$ cat config.mk
export PLATFORM = sky130hd
export DESIGN_NAME = dmem_lsu_flat
export DESIGN_NICKNAME = d
export VERILOG_FILES = /design/src/rtl/dmem_lsu_if.sv /design/src/rtl/dmem_lsu.sv /design/src/flat_wrapper.sv
export SDC_FILE = /design/constraint.sdc
export NUM_CORES = 1
export LEC_CHECK = 0
export ABC_AREA = 1
export BUFFER_PORTS_ARGS = -buffer_cell sky130_fd_sc_hd__buf_2
export CAP_MARGIN = 20
export CORE_MARGIN = 2
export CORE_UTILIZATION = 51
export DETAILED_ROUTE_END_ITERATION = 10
export PLACE_DENSITY = 0.85
export RECOVER_POWER = 25
export SETUP_SLACK_MARGIN = 0.2
export SYNTH_ARGS = -nofsm -noshare
export SYNTH_HDL_FRONTEND = slang
export SYNTH_SLANG_ARGS = --single-unit
$ cat constraint.sdc
create_clock -name clk -period 3.3 [get_ports clk]
set_clock_uncertainty 0.1 [all_clocks]
set_input_delay 0.495 -clock clk [delete_from_list [all_inputs] [get_ports clk]]
set_output_delay 0.495 -clock clk [all_outputs]
set_load 0.01 [all_outputs]
$ cat src/rtl/dmem_lsu_if.sv
`default_nettype none
// ============================================================================
// Module   : dmem_lsu_if
// Brief    : Core-side request/response channel of the load/store initiator.
// Revision : 1.0 - initial release
// ============================================================================
interface dmem_lsu_if #(
    parameter int ADDR_W = 32
);
    logic              req_valid;
    logic              req_ready;
    logic              req_we;
    logic [2:0]        req_op;
    logic [ADDR_W-1:0] req_addr;
    logic [31:0]       req_wdata;
    logic              rsp_valid;
    logic              rsp_ready;
    logic [31:0]       rsp_rdata;
    logic              rsp_err;

    // master = execute stage issuing requests, slave = the load/store unit
    modport master (
        output req_valid, req_we, req_op, req_addr, req_wdata, rsp_ready,
        input  req_ready, rsp_valid, rsp_rdata, rsp_err
    );

    modport slave (
        input  req_valid, req_we, req_op, req_addr, req_wdata, rsp_ready,
        output req_ready, rsp_valid, rsp_rdata, rsp_err
    );
endinterface
`default_nettype wire

$ cat src/rtl/dmem_lsu.sv
`default_nettype none
// ============================================================================
// Module   : dmem_lsu
// Brief    : One-at-a-time load/store initiator for a 4-lane byte memory with
//            registered read data. Optional macro: MISALIGN_TRAP_EN.
// Revision : 1.0 - initial release
// ============================================================================
module dmem_lsu #(
    parameter int ADDR_W = 32
) (
    input  logic              clk,
    input  logic              rst,
    dmem_lsu_if.slave         bus,
    output logic [ADDR_W-1:0] mem_addr,
    output logic [31:0]       mem_wdata,
    output logic [3:0]        mem_we,
    input  logic [31:0]       mem_rdata
);

    typedef enum logic [1:0] {
        S_IDLE    = 2'd0,
        S_ISSUE   = 2'd1,
        S_CAPTURE = 2'd2,
        S_RESP    = 2'd3
    } state_t;

    state_t            r_state;
    logic              r_we;
    logic [2:0]        r_op;
    logic [ADDR_W-1:0] r_addr;
    logic [31:0]       r_wdata;
    logic              r_rsp_valid;
    logic [31:0]       r_rsp_rdata;
    logic              r_rsp_err;

    logic              w_misalign;
    logic [3:0]        w_lane_we;
    logic [31:0]       w_lane_wdata;
    logic [7:0]        w_ld_byte;
    logic [15:0]       w_ld_half;
    logic              w_ld_sext;
    logic [31:0]       w_ld_data;

`ifdef MISALIGN_TRAP_EN
    assign w_misalign = (bus.req_op[1:0] == 2'b00) ? 1'b0 :
                        (bus.req_op[1:0] == 2'b01) ? bus.req_addr[0] :
                                                     (bus.req_addr[1:0] != 2'b00);
`else
    assign w_misalign = 1'b0;
`endif

    // Store lane selection from the latched request; word ignores addr[1:0]
    always_comb begin
        w_lane_we    = 4'b1111;
        w_lane_wdata = r_wdata;
        case (r_op[1:0])
            2'b00: begin
                w_lane_we    = 4'b0001 << r_addr[1:0];
                w_lane_wdata = {4{r_wdata[7:0]}};
            end
            2'b01: begin
                w_lane_we    = r_addr[1] ? 4'b1100 : 4'b0011;
                w_lane_wdata = {2{r_wdata[15:0]}};
            end
            default: ;
        endcase
    end

    always_comb begin
        w_ld_byte = mem_rdata[7:0];
        case (r_addr[1:0])
            2'd0: w_ld_byte = mem_rdata[7:0];
            2'd1: w_ld_byte = mem_rdata[15:8];
            2'd2: w_ld_byte = mem_rdata[23:16];
            2'd3: w_ld_byte = mem_rdata[31:24];
            default: ;
        endcase
        w_ld_half = r_addr[1] ? mem_rdata[31:16] : mem_rdata[15:0];
        w_ld_sext = ~r_op[2];
        case (r_op[1:0])
            2'b00:   w_ld_data = {{24{w_ld_sext & w_ld_byte[7]}}, w_ld_byte};
            2'b01:   w_ld_data = {{16{w_ld_sext & w_ld_half[15]}}, w_ld_half};
            default: w_ld_data = mem_rdata;
        endcase
    end

    always_ff @(posedge clk) begin
        if (rst) begin
            r_state     <= S_IDLE;
            r_we        <= 1'b0;
            r_op        <= 3'd0;
            r_addr      <= '0;
            r_wdata     <= 32'd0;
            r_rsp_valid <= 1'b0;
            r_rsp_rdata <= 32'd0;
            r_rsp_err   <= 1'b0;
        end else begin
            case (r_state)
                S_IDLE: begin
                    if (bus.req_valid) begin
                        r_we    <= bus.req_we;
                        r_op    <= bus.req_op;
                        r_addr  <= bus.req_addr;
                        r_wdata <= bus.req_wdata;
                        if (w_misalign) begin
                            // Trapped access never touches memory
                            r_state     <= S_RESP;
                            r_rsp_valid <= 1'b1;
                            r_rsp_rdata <= 32'd0;
                            r_rsp_err   <= 1'b1;
                        end else begin
                            r_state   <= S_ISSUE;
                            r_rsp_err <= 1'b0;
                        end
                    end
                end
                S_ISSUE: begin
                    if (r_we) begin
                        r_state     <= S_RESP;
                        r_rsp_valid <= 1'b1;
                        r_rsp_rdata <= 32'd0;
                    end else begin
                        r_state <= S_CAPTURE;
                    end
                end
                S_CAPTURE: begin
                    r_state     <= S_RESP;
                    r_rsp_valid <= 1'b1;
                    r_rsp_rdata <= w_ld_data;
                end
                S_RESP: begin
                    if (bus.rsp_ready) begin
                        r_state     <= S_IDLE;
                        r_rsp_valid <= 1'b0;
                    end
                end
                default: r_state <= S_IDLE;
            endcase
        end
    end

    // rst gates the write strobe directly so a store caught mid-ISSUE is dropped
    assign mem_we    = (r_state == S_ISSUE && r_we && !rst) ? w_lane_we : 4'b0000;
    assign mem_wdata = w_lane_wdata;
    assign mem_addr  = r_addr;

    assign bus.req_ready = (r_state == S_IDLE);
    assign bus.rsp_valid = r_rsp_valid;
    assign bus.rsp_rdata = r_rsp_rdata;
    assign bus.rsp_err   = r_rsp_err;

endmodule
`default_nettype wire
$ cat src/flat_wrapper.sv
// flat-port wrapper written by rule: the top's interface ports become plain ports
module dmem_lsu_flat 
#(
    parameter int ADDR_W = 32
)
  (clk, rst, mem_addr, mem_wdata, mem_we, mem_rdata, bus_req_valid, bus_req_we, bus_req_op, bus_req_addr, bus_req_wdata, bus_rsp_ready, bus_req_ready, bus_rsp_valid, bus_rsp_rdata, bus_rsp_err);
  dmem_lsu_if #(.ADDR_W(ADDR_W)) bus_i ();
  input  logic clk;
  input  logic rst;
  output logic [ADDR_W-1:0] mem_addr;
  output logic [31:0] mem_wdata;
  output logic [3:0] mem_we;
  input  logic [31:0] mem_rdata;
  input wire logic [$bits(bus_i.req_valid)-1:0] bus_req_valid;
  input wire logic [$bits(bus_i.req_we)-1:0] bus_req_we;
  input wire logic [$bits(bus_i.req_op)-1:0] bus_req_op;
  input wire logic [$bits(bus_i.req_addr)-1:0] bus_req_addr;
  input wire logic [$bits(bus_i.req_wdata)-1:0] bus_req_wdata;
  input wire logic [$bits(bus_i.rsp_ready)-1:0] bus_rsp_ready;
  output wire logic [$bits(bus_i.req_ready)-1:0] bus_req_ready;
  output wire logic [$bits(bus_i.rsp_valid)-1:0] bus_rsp_valid;
  output wire logic [$bits(bus_i.rsp_rdata)-1:0] bus_rsp_rdata;
  output wire logic [$bits(bus_i.rsp_err)-1:0] bus_rsp_err;
  assign bus_i.req_valid = bus_req_valid;
  assign bus_i.req_we = bus_req_we;
  assign bus_i.req_op = bus_req_op;
  assign bus_i.req_addr = bus_req_addr;
  assign bus_i.req_wdata = bus_req_wdata;
  assign bus_i.rsp_ready = bus_rsp_ready;
  assign bus_req_ready = bus_i.req_ready;
  assign bus_rsp_valid = bus_i.rsp_valid;
  assign bus_rsp_rdata = bus_i.rsp_rdata;
  assign bus_rsp_err = bus_i.rsp_err;
  dmem_lsu #(.ADDR_W(ADDR_W)) u_core (.clk(clk), .rst(rst), .bus(bus_i), .mem_addr(mem_addr), .mem_wdata(mem_wdata), .mem_we(mem_we), .mem_rdata(mem_rdata));
endmodule
==> results of run 1 <==
[metrics by stage]
stage | std cells | total power [mW] | util [%]
floorplan | 679 | 3.39 | -
global placement | 950 | 3.98 | 62.3
detailed placement | 950 | 4.03 | 62.3
CTS | 966 | 4.89 | 64.7
global route | 967 | 5.23 | 64.0
finish | 967 | 4.83 | 64.0
[report_power, final]
part / leakage (nW) / switching (mW) / total, mW / internal, mW
clock: 0.110 / 0.440 / 0.870 / 0.430
sequential: 0.847 / 0.213 / 1.80 / 1.59
combinational: 1.73 / 1.42 / 2.16 / 0.739
[path summary, 6_finish.rpt]
check                                              from                      end  slack (ns)
worst min-delay path                   bus_req_addr[17]      u_core.mem_addr[17]        0.28
worst min register to register  u_core.bus.rsp_rdata[9]  u_core.bus.rsp_rdata[9]        0.37
worst max register to register        u_core.r_state[0]      u_core.mem_addr[23]        1.05
worst max-delay path                     u_core.r_op[1]                mem_we[3]        0.74
[area by class of cell]
| cell class | count | area, µm² | area share [%] |
|---|---|---|---|
| inverter | 32 | 128 | 2.18 |
| multi-input combinational | 494 | 2310 | 39.4 |
| clock inverter | 7 | 95.1 | 1.62 |
| antenna | 1 | 2.50 | 0.0427 |
| sequential | 103 | 2060 | 35.2 |
| clock buffer | 9 | 124 | 2.11 |
| timing repair buffer | 210 | 1000 | 17.1 |
| tap | 111 | 139 | 2.37 |
[worst max-delay path: cells and delay by family (launching register included)]
| kind | cells | cell delay (ns) |
|---|---|---|
| AOI/OAI and AO/OA | 2 | 0.33 |
| and+or+nand+nor | 1 | 0.15 |
| DFF | 1 | 0.40 |
| buffers and inverters | 3 | 0.73 |
[state kept, by name, summed over array words and instances, names as in the netlist]
| register | count |
|---|---|
| u_core.r_op | 3 |
| u_core.r_state | 2 |
| u_core.r_we | 1 |
| u_core.r_wdata | 32 |
| u_core.mem_addr | 32 |
| u_core.bus.rsp_valid | 1 |
| u_core.bus.rsp_rdata | 32 |
[per-layer routing]
layer	track usage (%)	vias up	wire, µm
li1	-	2520	-
met1	31.0	2235	5370
met2	44.7	222	6570
met3	7.00	28	1160
met4	10.1	0	291
met5	0	-	0
[kinds of logic (layout without fill, tap and decap cells)]
kind of cell	after synthesis	in the layout	share of synthesized area, %
compound gates	162	162	19.1
other cells	1	2	0.0786
fa+ha+maj	4	4	1.05
simple gates	327	327	28.2
buf+inv	82	258	8.34
flops	103	103	43.2
[cell usage in the layout, fill, tap and decap left out, types with 2 or more instances in the layout]
cell type and n:
ha_1 4, buf_4 5, clkbuf_8 9, o211ai_1 13
buf_2 154, inv_1 27, nand2_2 11, bufinv_16 2
inv_6 2, inv_2 3, nor2_1 156, a21oi_1 47
o21ai_1 2, nand2_4 2, nand3_4 2, nand3_1 19
clkbuf_1 51, o22ai_1 7, clkinv_2 2, nor2_4 2
nand2_1 132, dfxtp_1 103, o21ai_0 79, a21oi_2 11
==> impl_metrics.json, run 1 <==
{
  "status": "complete, no violations",
  "cp.arrival_ns": 1.97,
  "setup_slack_ns": 0.736,
  "clkTransAtPathRegs_ns": 0.10,
  "crit_fanout": 26,
  "cts_root_buffer": "clkbuf_8",
  "path_class": "reg2out",
  "finalCritPeriodShare_pct": 77.7,
  "yosys.area.top_type": "dfxtp_1",
  "synth_warnings": 0,
  "synthTopCellsByArea": "dfxtp_1, nor2_1, nand2_1, o21ai_0, a21oi_1",
  "ys_types": 32,
  "cellPowerDensity_nw_per_um2": 824,
  "slowest_stage": "dfxtp_1",
  "worstPathCellList": "buf_4, nor2_1, inv_1, o21ai_0, a21oi_1, buf_2",
  "drv_slew": 0,
  "maxSlewHeadroom_pct": 35.6,
  "die_height_um": 101,
  "cts_resized": 0,
  "synthCells": 679,
  "grt_pass1_vias": 4538,
  "nFillCells": 872,
  "firstDrtPassIters": 6,
  "syn_to_final_growth_pct": 22.9,
  "grt-ovfl-total": 0,
  "pre_cts_slack_ns": 1.04,
  "finalSetupTns_ns": 0,
  "worst_ir_drop_vdd_v": 0.000429,
  "rsz0062_at_grt": "no",
  "dr.first_iter.drc_count": 213,
  "drt-total-wl_mm": 13.4,
  "clockBufferDepth": 2,
  "fmax_ghz": 0.390,
  "die_area_um2": 10100,
  "cts_buffers": 9,
  "antenna_found_initial": 2,
  "io_buffers": 205,
  "hold_class": "in2reg",
  "drc": 0,
  "gr-usage-all-layers_pct": 26.1,
  "synth-edff-count": 0,
  "grt_pass1_wl_mm": 21.2,
  "maxCapViolCount": 0,
  "chipWidth_um": 101,
  "grt_max_degree": 70,
  "clkLatencyLatePin_ns": 0.36,
  "drive_gt1_share_pct": 24.9,
  "setup_viol": 0,
  "nNetsFinal": 958,
  "wl_per_cell_um": 13.8,
  "worstPathRequired_ns": 2.70,
  "hold_depth": 3,
  "netlist_area_um2": 4770,
  "synth_seq_area_share_pct": 43.2,
  "synthArstFlopShare_pct": 0,
  "hold_slack_ns": 0.277,
  "cts_tree": "yes",
  "cts_hold_buffers": 0,
  "postLayoutCellArea_um2": 5860,
  "num_vias": 5005,
  "p_leak_nw": 2.69,
  "worst-slew-pin-transition_ns": 0.964,
  "cts_setup_buffers": 0,
  "critPathLaunchType": "flip-flop",
  "synth.ff_latch_count": 103,
  "reg2regPathDepth": 6,
  "clkSinkCount": 103,
  "htree_levels": 3,
  "yosysMostFrequentCell": "nor2_1",
  "fin_crit_ns": 2.56,
  "core_um2": 9150,
  "dpl.hpwl_mm": 9.74,
  "synth_top_area_share_pct": 43.2,
  "start_util_pct": 52.1,
  "core.rowCount": 35,
  "yosys-top-cells-count": "nor2_1, nand2_1, dfxtp_1",
  "critPathCaptureType": "output pin",
  "ys.flop_type": "dfxtp_1",
  "avgSynthCellArea_um2": 7.02,
  "viasPerCell": 5.18,
  "dpl_cell_area_um2": 5700,
  "synth_nets": 787,
  "ios": 207,
  "hold_viol_final": 0,
  "gp_congestion": 0.884,
  "ant_nets": 0,
  "slowest_delay_ns": 0.40
}
No activity file was read; power rests on OpenSTA's default activity.
==> inputs of run 2 (changes only) <==
--- a/config.mk
+++ b/config.mk
@@ -9,9 +9,9 @@
 export BUFFER_PORTS_ARGS = -buffer_cell sky130_fd_sc_hd__buf_2
 export CAP_MARGIN = 20
 export CORE_MARGIN = 2
-export CORE_UTILIZATION = 51
+export CORE_UTILIZATION = 48
 export DETAILED_ROUTE_END_ITERATION = 10
-export PLACE_DENSITY = 0.85
+export PLACE_DENSITY = 0.81
 export RECOVER_POWER = 25
 export SETUP_SLACK_MARGIN = 0.2
 export SYNTH_ARGS = -nofsm -noshare
==> constraint.sdc (replaced) <==
create_clock -name clk -period 2.63 [get_ports clk]
set_clock_uncertainty 0.1 [all_clocks]
set_input_delay 0.3945 -clock clk [delete_from_list [all_inputs] [get_ports clk]]
set_output_delay 0.3945 -clock clk [all_outputs]
set_load 0.01 [all_outputs]
==> run 2 against run 1 <==
  * First-iteration DRC count rose by 6.1%
  * Clock-buffer cell count rose by 1
  * Critical path depth fell by 1
  * Sequential share of layout area fell by 0.56 points
  * Worst hold slack got worse by 0.13 ns
  * Total power rose by 27%
  * Wire length rose by 2.8%
  * Die area rose by 6.0%
  * Worst setup slack got worse by 0.39 ns
  * Largest cell class unchanged
==> impl_metrics.json, run 2 (synthesis results as in run 1) <==
{
  "cp.arrival_ns": 1.79,
  "nNetsFinal": 963,
  "fmax_ghz": 0.438,
  "antenna_found_initial": 3,
  "p_comb_share_pct": 45.8,
  "multiInputGateArea_um2": 2310,
  "dpl_cell_area_um2": 5770,
  "status": "complete, no violations",
  "clockBufferDepth": 2,
  "core_um2": 9730,
  "drv_slew": 0,
  "hold_viol_final": 0,
  "critPathLaunchType": "flip-flop",
  "hold_class": "in2reg",
  "drt-total-wl_mm": 13.8,
  "htree_levels": 3,
  "chipWidth_um": 104,
  "maxSlewHeadroom_pct": 61.8,
  "maxCapViolCount": 0,
  "viasPerCell": 5.06,
  "drive_gt1_share_pct": 25.5,
  "core.rowCount": 36,
  "cts_tree": "yes",
  "p_sw_share_pct": 43.5,
  "finalCritPeriodShare_pct": 86.8,
  "cts_root_buffer": "clkbuf_8",
  "gr-usage-all-layers_pct": 24.9,
  "power_mw": 6.12,
  "pwr-share-seq_pct": 36.8,
  "setup_viol": 0,
  "wl_per_cell_um": 13.8,
  "final_common_cell": "nor2_1",
  "gp_congestion": 0.901,
  "grt_pass1_vias": 4602,
  "clkTransAtPathRegs_ns": 0.11,
  "syn_to_final_growth_pct": 24.9,
  "worst_ir_drop_vdd_v": 0.000538,
  "drc": 0,
  "rsz0062_at_grt": "no",
  "mostFrequentLayoutCells": "nor2_1, buf_2, nand2_1",
  "ios": 207,
  "instances_no_fill": 994,
  "grt_max_degree": 81,
  "r2r_setup_slack_ns": 0.73,
  "ant_nets": 0,
  "cellPowerDensity_nw_per_um2": 1030,
  "dr.first_iter.drc_count": 226,
  "cts_buffers": 9,
  "clkSinkCount": 103,
  "worst-slew-pin-transition_ns": 0.573,
  "dpl.cell_count": 976,
  "seq_area_um2": 2060,
  "postLayoutCellArea_um2": 5960,
  "worstPathRequired_ns": 2.14,
  "io_buffers": 205,
  "firstDrtPassIters": 5,
  "p_clk_share_pct": 17.4,
  "critPathCaptureType": "output pin",
  "dpl.hpwl_mm": 10.0,
  "p_leak_nw": 2.72,
  "fin_crit_ns": 2.28,
  "die_height_um": 104,
  "path_class": "reg2out",
  "start_util_pct": 49.0,
  "nFillCells": 977,
  "die_area_um2": 10700,
  "num_vias": 5026,
  "finalSetupTns_ns": 0,
  "grt-ovfl-total": 0,
  "cts_hold_buffers": 0,
  "p_int_mw": 3.46,
  "crit_fanout": 29,
  "net-switching-power_mw": 2.66,
  "clkLatencyLatePin_ns": 0.36,
  "grt_pass1_wl_mm": 21.9
}
run 2: changes by cell type in the layout (fill, tap and decap cells not counted), sizes merged:
cell / delta
buf: +4
clkbuf: +1
clkinvlp: +1
inv: -1
run 2: metrics by stage:
stage	setup slack (ns)	utilization (%)	hold slack [ns]
finish	0.348	61.2	0.150
global route	0.239	61.2	0.155
CTS	0.233	61.5	0.140
detailed placement	0.651	59.3	0.353
global placement	0.651	59.3	0.350
floorplan	0.958	-	0.344
run 2: final timing paths:
| kind | to | depth (start not counted) | from |
|---|---|---|---|
| worst min register to register | u_core.bus.rsp_rdata[10] | 2 | u_core.bus.rsp_rdata[10] |
| worst max register to register | u_core.bus.rsp_rdata[0] | 9 | u_core.r_state[1] |
| worst max-delay path | mem_wdata[9] | 5 | u_core.r_op[1] |
| worst min-delay path | u_core.mem_addr[21] | 3 | bus_req_addr[21] |
run 2: timing repair:
action	CTS	global route
buffers inserted	0	0
setup endpoints to repair	0	17
resized for setup	0	6
run 2: power by group through the flow:
stage / clock network, mW / registers, mW / logic (mW)
6_report: 1.06 / 2.25 / 2.80
5_1_grt: 1.15 / 2.31 / 3.14
4_1_cts: 1.09 / 2.25 / 2.82
3_5_place_dp: 0 / 2.28 / 2.81
3_3_place_gp: 0 / 2.27 / 2.79
2_1_floorplan: 0 / 2.36 / 1.90
run 2: per-layer routing:
metal | up-vias | track usage, % | wire, µm
met5 | - | 0 | 12
met4 | 2 | 8.49 | 238
met3 | 22 | 8.43 | 1190
met2 | 215 | 42.3 | 6640
met1 | 2250 | 29.5 | 5680
li1 | 2537 | - | -
run 2: layout make-up:
type | instances | share of cell area [%]
Antenna cell | 1 | 0.0420
Clock buffer | 10 | 2.31
Clock inverter | 6 | 1.24
Inverter | 32 | 2.56
Multi-Input combinational cell | 494 | 38.8
Sequential cell | 103 | 34.6
Tap cell | 133 | 2.79
Timing Repair Buffer | 214 | 17.5
Timing Repair inverter | 1 | 0.126
run 2: critical path, cell delays in order (launching register included):
cell and delay (ns):
dfxtp_1 0.39, bufinv_16 0.24, nand2_4 0.15, clkinvlp_4 0.19, o21ai_0 0.26, buf_2 0.18
==> inputs of run 3 (changes only) <==
--- a/config.mk
+++ b/config.mk
@@ -9,9 +9,10 @@
 export BUFFER_PORTS_ARGS = -buffer_cell sky130_fd_sc_hd__buf_2
 export CAP_MARGIN = 20
 export CORE_MARGIN = 2
-export CORE_UTILIZATION = 48
+export CORE_UTILIZATION = 49
+export CTS_BUF_LIST = sky130_fd_sc_hd__clkbuf_4
 export DETAILED_ROUTE_END_ITERATION = 10
-export PLACE_DENSITY = 0.81
+export PLACE_DENSITY = 0.82
 export RECOVER_POWER = 25
 export SETUP_SLACK_MARGIN = 0.2
 export SYNTH_ARGS = -nofsm -noshare
==> run 3 against run 2 <==
  * Cell area down 1.5%
  * Sequential power about the same
  * First-iteration DRC count down 7.5%
  * Critical endpoint is now mem_we[1]
  * Largest cell class unchanged
==> impl_metrics.json, run 3 (synthesis results as in run 1) <==
{
  "clkLatencyLatePin_ns": 0.46,
  "worstPathRequired_ns": 2.14,
  "drive_gt1_share_pct": 25.7,
  "chipWidth_um": 103,
  "path_class": "reg2out",
  "ant_nets": 0,
  "fin_util_pct": 61.2,
  "hold_class": "in2reg",
  "status": "complete, no violations",
  "cts_buffers": 9,
  "crit_family": "flip-flops",
  "die_height_um": 103,
  "cts_hold_buffers": 0,
  "nFillCells": 985,
  "critPathLaunchType": "flip-flop",
  "drt-total-wl_mm": 13.9,
  "crit_fanout": 4,
  "worst_ir_drop_vdd_v": 0.000509,
  "dr.first_iter.drc_count": 209,
  "num_vias": 5062,
  "rsz0062_at_grt": "no",
  "htree_levels": 3,
  "critPathCaptureType": "output pin",
  "dpl.hpwl_mm": 9.90,
  "clkSinkCount": 103,
  "die_area_um2": 10500,
  "antenna_found_initial": 3,
  "drv_slew": 0,
  "ios": 207,
  "cp.depth": 7,
  "multiInputGateArea_um2": 2320,
  "syn_to_final_growth_pct": 23.0,
  "worstPathCellList": "inv_1, ha_1, nand2_1, nor2_2, o21ai_0, nor2_1, buf_2",
  "maxSlewHeadroom_pct": 56.3,
  "cts_root_buffer": "clkbuf_4",
  "clkTransAtPathRegs_ns": 0.16,
  "endpoint": "mem_we[1]",
  "io_buffers": 205,
  "grt-ovfl-total": 0,
  "start_util_pct": 49.7,
  "viasPerCell": 5.10,
  "r2r-end": "u_core.bus.rsp_rdata[25]",
  "grt_max_degree": 81,
  "mostFrequentLayoutCells": "nor2_1, buf_2, nand2_1",
  "wl_per_cell_um": 14.0,
  "reg2regPathDepth": 9,
  "grt_pass1_wl_mm": 21.6,
  "cts_tree": "yes",
  "cp.arrival_ns": 1.77,
  "nNetsFinal": 962,
  "slowest_delay_ns": 0.37,
  "setup_viol": 0,
  "r2r_setup_slack_ns": 0.64,
  "hold_viol_final": 0,
  "grt_pass1_vias": 4594,
  "worst-slew-pin-transition_ns": 0.656,
  "crit_start": "u_core.r_state[1]",
  "p_leak_nw": 2.67,
  "cellPowerDensity_nw_per_um2": 991,
  "critical_path_buf_inv_count": 2,
  "finalSetupTns_ns": 0,
  "slowest_stage": "dfxtp_1",
  "core.rowCount": 36,
  "fin_crit_ns": 2.26,
  "firstDrtPassIters": 5,
  "fmax_ghz": 0.442,
  "maxCapViolCount": 0,
  "core_um2": 9590,
  "seq_area_um2": 2070,
  "gr-usage-all-layers_pct": 26.2,
  "cts_setup_buffers": 0,
  "finalCritPeriodShare_pct": 86.1,
  "regToRegStartpoint": "u_core.r_state[1]",
  "gp_congestion": 0.878,
  "clockBufferDepth": 2,
  "drc": 0
}
## run 3: changes by cell type in the layout (fill, tap and decap cells not counted), sizes merged
cell	delta
buf	-2
bufinv	-2
clkinvlp	+1
clkinv	+1
clkbuf	+1
## run 3: metal layers
layer | part of all wire (%) | vias up | GRT usage, %
met3 | 10 | 27 | 8.61
met4 | 2.5 | 2 | 10.4
met1 | 40 | 2265 | 30.9
met5 | 0.094 | - | 0
met2 | 47 | 228 | 44.0
li1 | - | 2540 | -
## run 3: how the worst min path moves through the flow
stage	end	startpoint	cells after the start
floorplan	u_core.r_wdata[10]	u_core.r_wdata[10]	2
global placement	u_core.bus.rsp_rdata[5]	u_core.bus.rsp_rdata[5]	2
detailed placement	u_core.bus.rsp_rdata[17]	u_core.bus.rsp_rdata[17]	2
CTS	u_core.mem_addr[20]	bus_req_addr[20]	3
global route	u_core.mem_addr[17]	bus_req_addr[17]	3
finish	u_core.r_wdata[0]	bus_req_wdata[0]	3
## run 3: cell type report
class	count	area share, %
diodes	1	0.0427
clock buffers	11	1.41
clock inverters	5	0.576
inverters	32	2.28
multi-input cells	494	39.6
flip-flops and latches	103	35.2
well taps	133	2.84
repair buffers	212	17.9
repair inverters	2	0.213
## run 3: what timing repair did
action                                  CTS  global route
gates resized for setup                   5             6
endpoints found under the setup margin    9            18
pin swaps                                 0             1
cloned                                    2             0
## run 3: report_power, final
group | total (mW) | internal [mW] | switching, mW
combinational | 2.80 | 0.963 | 1.84
sequential | 2.26 | 1.99 | 0.266
clock | 0.750 | 0.217 | 0.533
total | 5.81 | 3.17 | 2.64
## run 3: stage by stage
stage	area, µm²	setup WS [ns]	cells	hold slack (ns)	power, mW
5_1_grt	5870	0.201	993	0.0453	6.31
4_1_cts	5910	0.211	992	0.0533	5.87
2_1_floorplan	4770	0.958	679	0.344	4.26
3_5_place_dp	5770	0.599	974	0.353	5.10
6_report	5870	0.367	993	0.0622	5.81
3_3_place_gp	5770	0.625	974	0.350	5.04
## run 3: worst min-delay path, cell delays in order
cell and delay, ns:
buf_2 0.07, o21ai_0 0.07, nor2_1 0.07
